--- config.mk ---
export PLATFORM = sky130hd
export DESIGN_NAME = toggle_recv
export DESIGN_NICKNAME = d
export VERILOG_FILES = /design/src/rtl/cdc_pkg.sv /design/src/rtl/sync_bit.sv /design/src/rtl/toggle_recv.sv
export SDC_FILE = /design/constraint.sdc
export NUM_CORES = 1
export LEC_CHECK = 0
export BUFFER_PORTS_ARGS = -buffer_cell sky130_fd_sc_hd__buf_2
export CORE_AREA = 3 3 40 42
export DETAILED_ROUTE_END_ITERATION = 8
export DIE_AREA = 0 0 43 45
export PLACE_DENSITY = 0.72
export SLEW_MARGIN = 10
export SYNTH_ARGS = -nofsm -noshare
export SYNTH_HDL_FRONTEND = slang
export SYNTH_HIERARCHICAL = 1
export SYNTH_SLANG_ARGS = --single-unit
--- constraint.sdc ---
create_clock -name clk -period 2.3 [get_ports clk]
set_input_delay 0.23 -clock clk [delete_from_list [all_inputs] [get_ports clk]]
set_output_delay 0.23 -clock clk [all_outputs]
set_load 0.005 [all_outputs]
--- src/rtl/cdc_pkg.sv ---
// Shared constants and sizing helpers for the clock-domain-crossing cores.
package cdc_pkg;

  localparam int SYNC_STAGES_MIN = 2;

  // Bits needed to hold values 0..value-1 (at least 1).
  function automatic int clog2(input int value);
    int r;
    int v;
    r = 0;
    v = value - 1;
    while (v > 0) begin
      r++;
      v = v >> 1;
    end
    return (r < 1) ? 1 : r;
  endfunction

endpackage

--- src/rtl/sync_bit.sv ---
// Single-bit multi-flop synchronizer, reset to 0; q follows d after STAGES clk edges.
module sync_bit #(
  parameter int STAGES = 2
) (
  input  logic clk,
  input  logic rst,
  input  logic d,
  output logic q
);

  logic [STAGES-1:0] chain;

  always_ff @(posedge clk or posedge rst) begin
    if (rst) chain <= '0;
    else     chain <= STAGES'({chain, d});
  end

  assign q = chain[STAGES-1];

endmodule

--- src/rtl/toggle_recv.sv ---
// Recovers one event per toggle_in level change and queues it as a pending count.
// Latency: pulse/ack/pending update SYNC_STAGES+1 clk edges after toggle_in changes.
// Backpressure: evt_ready pops one event per cycle; edges arriving at saturation set sticky overflow.
module toggle_recv
  import cdc_pkg::*;
#(
  parameter int SYNC_STAGES = 2,
  parameter int CNT_W       = 4
) (
  input  logic             clk,
  input  logic             rst,
  input  logic             toggle_in,
  output logic             pulse_out,
  output logic             evt_valid,
  input  logic             evt_ready,
  output logic [CNT_W-1:0] pending,
  output logic             ack_out,
  output logic             overflow,
  input  logic             ovf_clr
);

  generate
    if (SYNC_STAGES < SYNC_STAGES_MIN) begin : g_bad_sync
      $error("toggle_recv: SYNC_STAGES must be >= %0d", SYNC_STAGES_MIN);
    end
  endgenerate

  localparam int                   ARM_W    = clog2(SYNC_STAGES + 2);
  localparam logic [ARM_W-1:0]     ARM_LAST = ARM_W'(SYNC_STAGES);
  localparam logic [CNT_W-1:0]     PEND_MAX = '1;

  logic             s;
  logic             prev;
  logic             armed;
  logic [ARM_W-1:0] arm_cnt;
  logic             edge_det;
  logic             inc;
  logic             dec;

  sync_bit #(.STAGES(SYNC_STAGES)) u_sync (
    .clk (clk),
    .rst (rst),
    .d   (toggle_in),
    .q   (s)
  );

  // prev absorbs the settled level for SYNC_STAGES+1 edges before detection
  // is enabled, so a level of 1 at reset release is not mistaken for an event.
  always_ff @(posedge clk or posedge rst) begin
    if (rst) begin
      arm_cnt <= '0;
      armed   <= 1'b0;
    end else if (!armed) begin
      arm_cnt <= arm_cnt + 1'b1;
      if (arm_cnt == ARM_LAST) armed <= 1'b1;
    end
  end

  assign edge_det  = armed & (s ^ prev);
  assign evt_valid = (pending != '0);
  assign inc       = edge_det;
  assign dec       = evt_valid & evt_ready;
  assign ack_out   = prev;

  always_ff @(posedge clk or posedge rst) begin
    if (rst) begin
      prev      <= 1'b0;
      pulse_out <= 1'b0;
    end else begin
      prev      <= s;
      pulse_out <= edge_det;
    end
  end

  always_ff @(posedge clk or posedge rst) begin
    if (rst) begin
      pending  <= '0;
      overflow <= 1'b0;
    end else begin
      case ({inc, dec})
        2'b10:   if (pending != PEND_MAX) pending <= pending + 1'b1;
        2'b01:   pending <= pending - 1'b1;
        default: ;
      endcase
      // A dropped edge outranks a same-cycle clear so it is never missed.
      if (inc && !dec && pending == PEND_MAX) overflow <= 1'b1;
      else if (ovf_clr)                       overflow <= 1'b0;
    end
  end

endmodule

[Yosys cells after proc, flatten, opt, wreduce, memory -nomap -nowiden]
Index checks and enable logic that the tools add are counted.
Widths: inputs -> output; s select.
Storage, ports and cells
  register bits after elaboration: 12
  input port bits: 5
  output and inout port bits: 8
  logic and storage cells: 32
Cells by class
  add/subtract/negate cells: 3
  equality and inequality tests: 6
  mux-type cells: 6
  bitwise gates (word level): 3
  reductions and logical operators: 7
Operators by type and width (number)
  $pmux 4 s2: 1
  $add 4x1->4 const B: 1
  $eq 2x2->1 const B: 2
  $eq 4x4->1 const B: 1
  $mux 1: 4
  $mux 4: 1
  $ne 4x4->1 const B: 1
  $reduce_bool 2->1: 2
  $reduce_bool 4->1: 1
  $sub 4x1->4 const B: 1
  $add 2x1->2 const B: 1
  $and 1x1->1: 2
  $eq 2x1->1 const B: 1
  $logic_and 1x1->1: 2
  $ne 2x2->1 const B: 1
  $reduce_and 2->1: 1
  $logic_not 1->1: 1
  $xor 1x1->1: 1

[Depth between registers and ports, before layout]
  depth in word-level cells: 6
  gate-level depth with buffers: 8

[By module]
The synthesis kept the hierarchy.
By module, submodules not included
  toggle_recv: instances 1, cells each 42, area each 510.5 µm²
  sync_bit: instances 1, cells each 3, area each 53.8 µm²

[Worst setup path before layout]
OpenSTA, ideal clock, no wires.
  path kind: register -> register
  start: reg pending[3]
  end: reg pending[3]
  library setup time: 0.079 ns
  arrival: 2.001 ns
  data required time: 2.221 ns
  setup slack: 0.220 ns
  cell stages (with the launch flop): 9
  period minus slack after synthesis: 2.080 ns
  cell sequence: dfrtp_1 > o41ai_2 > a21o_2 > inv_1 > ha_1 > a21o_1 > a21oi_1 > mux2i_1 > xor2_1
On the way
  cells in the longest elaborated chain, start to end: 5
  elaborated cells on any way between the ends: 12
  those cells by class: add/sub (2); eq/ne (4); mux (2); bitwise (1); reduce/logical (3)
Ends and longest elaborated chain
  start: declaration: RTL line toggle_recv.sv:16  | output logic [CNT_W-1:0] pending,
  start signal: assignment: RTL line toggle_recv.sv:81  | 2'b10: if (pending != PEND_MAX) pending <= pending + 1'b1;
  start signal: assignment: RTL line toggle_recv.sv:82  | 2'b01: pending <= pending - 1'b1;
  parallel branches: the longest is 5 deep, another holds $add 4x1->4
Several ways; the timed one is not identified. The select of a mux whose other input is x is not followed.
A chain may end at the register's enable or synchronous reset.

[Worst setup path in the final report]
  start: reg pending[2]
  end: reg pending[3]
Same word-level chain as after synthesis.

==> run summary <==
outcome -> finished clean
library cells used by synthesis -> 19
First-pass DRT Iterations -> 2
Synth Warn # -> 6
initial drt markers -> 4
CP max FO -> 4
Tmin final -> 2.17 ns
Overflow after GRT -> 0
clock skew -> 0.00764 ns
PwrDens -> 1120 nW/um2
Site Rows -> 13
Slew Viols, Final -> 0
met2 Track Usage GR -> 20.1%
Critical Path AT -> 2.37 ns
share of cells above drive strength 1 -> 41.5%
antenna cell count -> 0
Worst slew margin -> 74.7%
Syn Nets -> 54
Worst IR Drop VDD -> 0.000495 V
CP required -> 2.50 ns
via-per-instance ratio -> 4.83
CTS tree -> yes
Avg WL per Cell -> 12.4 um
vias in the first global route -> 422
Worst-path clk slew -> 0.08 ns
CP Class -> flop to flop
maxcap violations -> 0
met1 GRT Util -> 13.3%
fill count -> 122
Top Ports -> 13
Seq/Total Area, Yosys -> 53.2%
CTS buffer count -> 3
clk root buf -> clkbuf_4
GP Congestion -> 0.703
syn_area_per_cell -> 12.5 um2
register area -> 302 um2
Area Growth Syn to Fin -> 29.0%
Slowest-stage cell, CP -> dfrtp_2
fmax -> 460 MHz
Critical Path Start Type -> flop
Die W -> 43 um
post-route antenna net violation count -> 0
Multi-input gate area -> 249 um2
met3 Use GR -> 2.39%
leakage power -> 0.386 nW
clock tree buffer depth -> 2
period utilization -> 94.4%
Post-Route WL -> 992 um
GR Util All Layers -> 11.6%
slowest stage delay, CP -> 0.44 ns
die area -> 1940 um2
DRC -> 0
setup violators final -> 0
setup_tns -> 0 ns
H-tree level count -> 1
Setup WS pre-CTS -> 0.0705 ns
RSZ-0062 raised after global routing -> false
worst hold-check path type -> input pin to flop
crit path capture type -> flop
Post-Syn Area -> 564 um2
worst-skew pair later-pin latency -> 0.27 ns
Design Area, Final -> 728 um2
initial antenna violation count -> 0
Final Hold Fails -> 0
pin count of the biggest net entering global routing -> 11
critical-path cell list -> o41ai_4 -> a21o_2 -> inv_1 -> ha_1 -> a21o_1 -> a21oi_2 -> mux2i_1 -> xor2_1
DP HPWL -> 733 um
DP Area -> 651 um2
Setup WS post-layout -> 0.128 ns
Initial Util -> 43.9%
nets -> 75
core box area -> 1280 um2
CTS Sinks -> 12
Most Crowded Layer GR -> met2
via count -> 386
Slew @ Worst Pin -> 0.379 ns
Synth Instances -> 45
die height -> 45 um
first-pass GRT wire length -> 1680 um
post-synthesis register bit count -> 12
# port buffers -> 12
[cell usage in the layout, fill, tap and decap left out, drive strengths merged, types with 2 or more instances in the layout]
master,n
ha,3
a21o,2
buf,15
nand4,2
clkbuf,4
xnor2,3
xor2,2
nand2,2
inv,8
dfrtp,12
mux2i,3
[path summary, 6_finish.rpt]
check / from / endpoint / slack, ns / cells after the start
setup / recovery: pending[2]$_DFFE_PP0P_ / pending[3]$_DFFE_PP0P_ / 0.13 / 8
hold / removal: toggle_in / u_sync/chain[0]$_DFF_PP0_ / 0.07 / 1
setup reg to reg: pending[2]$_DFFE_PP0P_ / pending[3]$_DFFE_PP0P_ / 0.13 / 8
hold reg to reg: u_sync/chain[0]$_DFF_PP0_ / u_sync/chain[1]$_DFF_PP0_ / 0.35 / 0
max in group asynchronous: rst / pending[2]$_DFFE_PP0P_ / 1.53 / 3
min in group asynchronous: rst / u_sync/chain[0]$_DFF_PP0_ / 0.36 / 3
[power breakdown]
group | internal [W] | switching (W) | leakage [nW]
combinational | 0.000182 | 0.000152 | 0.233
clock | 0.0000961 | 0.0000670 | 0.0210
sequential | 0.000259 | 0.0000622 | 0.132
[cell usage after synthesis]
cell type | number | area share (%)
dfrtp_1 | 12 | 53
inv_1 | 8 | 5.3
ha_1 | 3 | 6.7
mux2i_1 | 3 | 5.3
xnor2_1 | 3 | 4.7
nand4_1 | 2 | 2.2
xor2_1 | 2 | 3.1
a21o_1 | 1 | 1.3
a21o_2 | 1 | 1.6
a21oi_1 | 1 | 0.89
and2_1 | 1 | 1.1
fa_1 | 1 | 3.5
mux2_4 | 1 | 2.7
nand2_1 | 1 | 0.66
nand2_2 | 1 | 1.1
o22ai_1 | 1 | 1.1
o41ai_2 | 1 | 2.9
or2_2 | 1 | 1.1
or4_2 | 1 | 1.6
[stage by stage]
step | hold WS (ns) | instances | power [W] | util [%]
detailed placement | 0.0916 | 73 | 0.000611 | 50.6
global placement | 0.0909 | 73 | 0.000603 | 50.6
floorplan | -0.0288 | 45 | 0.000506 | -
global route | 0.0552 | 80 | 0.000876 | 56.7
CTS | 0.0617 | 78 | 0.000777 | 54.2
finish | 0.0706 | 80 | 0.000818 | 56.7
[timing repair]
action / CTS / global route
hold buffers: 1 / 0
endpoints found under the setup margin: 0 / 1
setup buffers: 0 / 2
hold endpoints to repair: 12 / 0
gates resized for setup: 0 / 3
[cell type report]
cell class              instances  share of cell area (%)
clock buffers                   4                    4.98
well taps                      15                    2.58
flip-flops and latches         12                    41.4
repair buffers                 16                    12.7
inverters                       8                    4.12
multi-input cells              25                    34.2
[critical path: cells and delay by family, from the launching register on]
kind / cells / cell delay, ns
compound gates: 4 / 0.93
xor+xnor: 1 / 0.16
fa+ha+maj: 1 / 0.28
buf+inv: 1 / 0.07
flops: 1 / 0.44
mux: 1 / 0.23
[flip-flops by register name, summed over array words and instances (netlist names)]
register,cells
armed,1
overflow,1
arm_cnt,2
pending,4
ack_out,1
u_sync/chain,2
pulse_out,1
[kinds of logic after synthesis]
group	Yosys count	share of synthesized area, %
flops	12	53.2
buf+inv	8	5.32
simple gates	7	7.76
compound gates	5	7.76
xor+xnor	5	7.76
mux	4	7.98
fa+ha+maj	4	10.2
[layer usage]
layer	vias up	part of all wire, %
met5	-	0
met4	0	0.81
met3	2	3.7
met2	8	52
met1	187	44
li1	189	-
Power figures use the tool's default switching activity.
